## config.mk

```make
export PLATFORM = sky130hd
export DESIGN_NAME = udcounter_arbiter
export DESIGN_NICKNAME = d
export VERILOG_FILES = /design/src/rtl/udcounter_arbiter.sv
export SDC_FILE = /design/constraint.sdc
export NUM_CORES = 1
export LEC_CHECK = 0
export ABC_CLOCK_PERIOD_IN_PS = 2100
export CAP_MARGIN = 40
export CORE_ASPECT_RATIO = 0.6
export CORE_UTILIZATION = 35
export DETAILED_ROUTE_END_ITERATION = 16
export PLACE_DENSITY = 0.8
export SKIP_CTS_REPAIR_TIMING = 1
export SLEW_MARGIN = 20
export SYNTH_ARGS = -nofsm -noshare
export SYNTH_HDL_FRONTEND = slang
export SYNTH_SLANG_ARGS = --single-unit
```

## constraint.sdc

```tcl
create_clock -name clk -period 2.1 [get_ports clk]
set_input_delay 0.21 -clock clk [delete_from_list [all_inputs] [get_ports clk]]
set_output_delay 0.21 -clock clk [all_outputs]
set_load 0.05 [all_outputs]
```

## src/rtl/udcounter_arbiter.sv

```systemverilog
// udcounter_arbiter: round-robin arbiter/sequencer for a shared up/down counter.
// Two requesters issue load/dec/inc/no-op requests. Each granted request is
// bounds-checked against 0 and LIMIT. A legal request drives the counter mode
// for exactly one cycle, and then the requester is acked. Counter mode encoding
// matches the opcode: 00=preset, 01=down, 10=up, 11=hold.
module udcounter_arbiter #(
    parameter int WIDTH = 8,
    parameter int LIMIT = 255
) (
    input  logic             clk,
    input  logic             reset,
    input  logic             i_a_valid,
    input  logic [1:0]       i_a_op,
    input  logic [WIDTH-1:0] i_a_data,
    output logic             o_a_ack,
    input  logic             i_b_valid,
    input  logic [1:0]       i_b_op,
    input  logic [WIDTH-1:0] i_b_data,
    output logic             o_b_ack,
    output logic             o_nack,
    input  logic [WIDTH-1:0] i_cnt_value,
    output logic [1:0]       o_cnt_mode,
    output logic [WIDTH-1:0] o_cnt_preset,
    output logic             o_err_overflow,
    output logic             o_err_underflow,
    input  logic             i_err_clr
);

    localparam logic [1:0]       OP_LOAD = 2'b00;
    localparam logic [1:0]       OP_DEC  = 2'b01;
    localparam logic [1:0]       OP_INC  = 2'b10;
    localparam logic [1:0]       OP_NOP  = 2'b11;
    localparam logic [WIDTH-1:0] LIM     = WIDTH'(LIMIT);

    typedef enum logic [1:0] {S_IDLE, S_ISSUE, S_ACK} state_t;

    state_t           r_state, w_state_nxt;
    logic             r_last_b, w_last_b_nxt;     // 1: B won the last contested grant
    logic             r_gnt_b, w_gnt_b_nxt;       // port currently being served
    logic             r_illegal, w_illegal_nxt;   // granted request failed bounds check
    logic             r_ovf_kind, w_ovf_kind_nxt; // rejection is an overflow (vs underflow)
    logic [1:0]       r_mode, w_mode_nxt;
    logic [WIDTH-1:0] r_preset, w_preset_nxt;
    logic             r_a_ack, w_a_ack_nxt;
    logic             r_b_ack, w_b_ack_nxt;
    logic             r_nack, w_nack_nxt;
    logic             r_err_ovf, w_err_ovf_nxt;
    logic             r_err_unf, w_err_unf_nxt;

    logic             w_a_win, w_b_win;
    logic [1:0]       w_op;
    logic [WIDTH-1:0] w_data;
    logic             w_illegal;

    // Arbitration and legality of the request that would be granted this cycle
    always_comb begin
        w_a_win = i_a_valid & (~i_b_valid | r_last_b);
        w_b_win = i_b_valid & ~w_a_win;
        w_op    = w_a_win ? i_a_op   : i_b_op;
        w_data  = w_a_win ? i_a_data : i_b_data;
        case (w_op)
            OP_INC:  w_illegal = (i_cnt_value == LIM);
            OP_DEC:  w_illegal = (i_cnt_value == '0);
            OP_LOAD: w_illegal = (w_data > LIM);
            default: w_illegal = 1'b0;
        endcase
    end

    // State and registered outputs
    always_ff @(posedge clk or posedge reset) begin
        if (reset) begin
            r_state    <= S_IDLE;
            r_last_b   <= 1'b1;
            r_gnt_b    <= 1'b0;
            r_illegal  <= 1'b0;
            r_ovf_kind <= 1'b0;
            r_mode     <= OP_NOP;
            r_preset   <= '0;
            r_a_ack    <= 1'b0;
            r_b_ack    <= 1'b0;
            r_nack     <= 1'b0;
            r_err_ovf  <= 1'b0;
            r_err_unf  <= 1'b0;
        end else begin
            r_state    <= w_state_nxt;
            r_last_b   <= w_last_b_nxt;
            r_gnt_b    <= w_gnt_b_nxt;
            r_illegal  <= w_illegal_nxt;
            r_ovf_kind <= w_ovf_kind_nxt;
            r_mode     <= w_mode_nxt;
            r_preset   <= w_preset_nxt;
            r_a_ack    <= w_a_ack_nxt;
            r_b_ack    <= w_b_ack_nxt;
            r_nack     <= w_nack_nxt;
            r_err_ovf  <= w_err_ovf_nxt;
            r_err_unf  <= w_err_unf_nxt;
        end
    end

    // Next state and next output values; mode defaults to hold so a
    // non-hold mode never survives more than one cycle
    always_comb begin
        w_state_nxt    = r_state;
        w_last_b_nxt   = r_last_b;
        w_gnt_b_nxt    = r_gnt_b;
        w_illegal_nxt  = r_illegal;
        w_ovf_kind_nxt = r_ovf_kind;
        w_mode_nxt     = OP_NOP;
        w_preset_nxt   = r_preset;
        w_a_ack_nxt    = 1'b0;
        w_b_ack_nxt    = 1'b0;
        w_nack_nxt     = 1'b0;
        w_err_ovf_nxt  = r_err_ovf;
        w_err_unf_nxt  = r_err_unf;

        case (r_state)
            S_IDLE: begin
                if (i_a_valid | i_b_valid) begin
                    w_state_nxt    = S_ISSUE;
                    w_gnt_b_nxt    = w_b_win;
                    w_illegal_nxt  = w_illegal;
                    w_ovf_kind_nxt = (w_op != OP_DEC);
                    // The pointer only moves on contention, so an
                    // uncontested grant never costs the other port its turn
                    if (i_a_valid & i_b_valid)
                        w_last_b_nxt = w_b_win;
                    if (!w_illegal)
                        w_mode_nxt = w_op;
                    if (!w_illegal && w_op == OP_LOAD)
                        w_preset_nxt = w_data;
                end
            end
            S_ISSUE: begin
                w_state_nxt = S_ACK;
                w_a_ack_nxt = ~r_gnt_b;
                w_b_ack_nxt = r_gnt_b;
                w_nack_nxt  = r_illegal;
                if (r_illegal & r_ovf_kind)
                    w_err_ovf_nxt = 1'b1;
                if (r_illegal & ~r_ovf_kind)
                    w_err_unf_nxt = 1'b1;
            end
            S_ACK: begin
                w_state_nxt = S_IDLE;
            end
            default: begin
                w_state_nxt = S_IDLE;
            end
        endcase

        // Clear wins over a same-cycle set
        if (i_err_clr) begin
            w_err_ovf_nxt = 1'b0;
            w_err_unf_nxt = 1'b0;
        end
    end

    assign o_a_ack         = r_a_ack;
    assign o_b_ack         = r_b_ack;
    assign o_nack          = r_nack;
    assign o_cnt_mode      = r_mode;
    assign o_cnt_preset    = r_preset;
    assign o_err_overflow  = r_err_ovf;
    assign o_err_underflow = r_err_unf;

endmodule

```

==> impl_metrics.toml <==
[synth]
synth.most_common_cell = "dfrtp_1"
netlist_top_cells_area = "dfrtp_1 (45%), mux2_2 (18%), dfstp_2 (7.9%)"
synth_nets = 119
synthDistinctLibCells = 26
async_flop_share_pct = 100
yosys.area_share.adder_pct = 0
synthMuxAreaShare_pct = 18.2
synth.ff_latch_count = 21
synth_area_leader_cell = "dfrtp_1"
yosysWarnings = 0
synth_enable_flop_cells = 0
ys.flop_type = "dfrtp_1"
syn_avg_cell_area_um2 = 11.5
synth_top_area_share_pct = 45.4
mappedNetlistArea_um2 = 992
yosysSeqAreaShare_pct = 53.3
yosys.area_share.simple_pct = 14.9
synth_top_family_by_area = "multiplexers"
synth_compound_area_share_pct = 10.1
synthTopCellsByCount = "dfrtp_1 (18), mux2_2 (16), nor2_1 (6)"
synth-xor-area-share_pct = 0.883
syn-instance-count = 86

[critical_path]
criticalPathCategory = "flop to flop"
end_kind = "flop"
reg2reg_depth = 4
startpoint = "r_last_b"
cp-start-kind = "flop"
crit_fanout = 8
timing.rr.start = "r_last_b"
arrival_ns = 2.02
worstPathRequired_ns = 2.24

[clocking]
path_clk_slew_ns = 0.07
clk_path_buf_depth = 2
cts.htree.levels = 1
clock-sinks = 21
cts_tree = "done"
cts_buffers = 3
clock_latency_ns = 0.25
cts_root_buf = "clkbuf_8"

[drt]
via_count = 865
dr.pass1.iters = 10
drcViolationCount = 4
vias_per_cell = 5.00
ant_nets = 0
drt-initial-drc-count = 11
avgRoutedWirePerCell_um = 14.2
wl_mm = 2.45

[place]
gp_congestion = 0.754
place_area_um2 = 1530
dp_hpwl_mm = 2.04
port_buffers = 47

[sta]
finalCritPeriodShare_pct = 89.5
hold_viol = 0
setup_viol = 0
worst_slew_pin_slew_ns = 0.500
finalClockSkew_ns = 0.000793
timing.fmax_mhz = 532
rsz0062_at_grt = "false"
slew_violations = 0
slew_headroom_pct = 66.3
fin_crit_ns = 1.88

[die]
fp.dieH_um = 43.2
core_area_um2 = 2590
fp-row-count = 14
io_pins = 48
die_x_um = 70.7
initial_core_util_pct = 38.3
die-area_um2 = 3060

[final_layout]
final_area_um2 = 1590
largest_reg_flops = 8
nets = 175
seqCellArea_um2 = 529
antenna_cells = 0
fin_util_pct = 61.2
fillers = 219
drive_above_1_share_pct = 22.0
multi_input_area_um2 = 437
syn2layout_area_growth_pct = 59.9

[global_routing]
track_usage_pct = 18.2
overflow = 0
antenna_found_initial = 0
grt_pass1_wl_mm = 4.15
grt_max_degree = 22
grt_pass1_vias = 925

[power]
p_per_area_nw_per_um2 = 1310
power_leakage_nw = 0.650
vdd_ir_drop_max_uv = 686

[run_status]
status = "finished with violations"
violations = "DRC"

[flow_run]
drv_cap = 0

[hold_path]
hp-class = "primary input to asynchronous set/reset pin"
metrics by stage:
step	instances	total power, mW	setup slack [ns]	hold slack [ns]	TNS (ns)
2_1_floorplan	86	1.41	0.382	0.184	0
6_report	173	2.08	0.220	0.231	0
3_5_place_dp	168	1.84	-0.0139	0.459	-0.0139
5_1_grt	173	2.20	0.148	0.247	0
4_1_cts	172	2.10	0.215	0.440	0
3_3_place_gp	168	1.79	0.0529	0.444	0
cells by family after synthesis:
logic type                count (synthesis)
muxes                                    16
and+or+nand+nor                          27
DFF                                      21
buffers and inverters                     6
xor gates and xnor gates                  1
AOI/OAI and AO/OA                        15
final cells by class:
class	instances	share of cell area [%]
Clock inverter	1	0.315
Sequential cell	21	33.4
Inverter	5	1.18
Tap cell	32	2.52
Clock buffer	3	2.60
Multi-Input combinational cell	59	27.5
Timing Repair Buffer	52	32.5
layer usage:
layer | share of wire, % | GRT usage [%] | wire length [µm] | vias up
met3 | 5.3 | 4.75 | 129 | 2
met5 | 0 | 0 | 0 | -
met4 | 1.1 | 4.80 | 27 | 0
li1 | - | - | - | 423
met2 | 52 | 35.0 | 1280 | 33
met1 | 42 | 20.0 | 1020 | 407
worst max-delay path: stages, from the launching register on:
cell and delay (ns):
dfstp_2 0.55, nor2b_1 0.08, or4_4 0.45, a21oi_4 0.30, mux2_2 0.38
final timing paths:
kind | end | slack, ns
worst max-delay path | o_cnt_preset[0] | 0.22
worst min-delay path | o_cnt_preset[7] | 0.23
worst max register to register | o_cnt_preset[0] | 0.22
worst min register to register | o_a_ack | 0.47
max in group asynchronous | o_cnt_mode[0] | 1.39
min in group clk | o_a_ack | 0.47
report_power, final:
| group | switching, mW | internal (mW) |
|---|---|---|
| sequential | 0.0964 | 0.600 |
| combinational | 0.684 | 0.447 |
| clock | 0.124 | 0.132 |
| total | 0.904 | 1.18 |
layout by cell type (no fill, tap or decap), drive strengths merged, types with 2 or more instances in the layout:
| master | netlist | layout |
|---|---|---|
| buf | 1 | 5 |
| dfrtp | 18 | 18 |
| inv | 5 | 5 |
| nor2 | 6 | 6 |
| dfstp | 3 | 3 |
| clkbuf | 0 | 3 |
| clkdlybuf4s50 | 0 | 47 |
| nand3 | 2 | 2 |
| and2 | 2 | 2 |
| a21oi | 5 | 5 |
| a31oi | 2 | 2 |
| o21ai | 4 | 4 |
| nand2b | 2 | 2 |
| nand2 | 3 | 3 |
| nor2b | 3 | 3 |
| nand4 | 3 | 3 |
| mux2 | 16 | 16 |
| nor4 | 3 | 3 |
(Power assumes the default switching activity.)
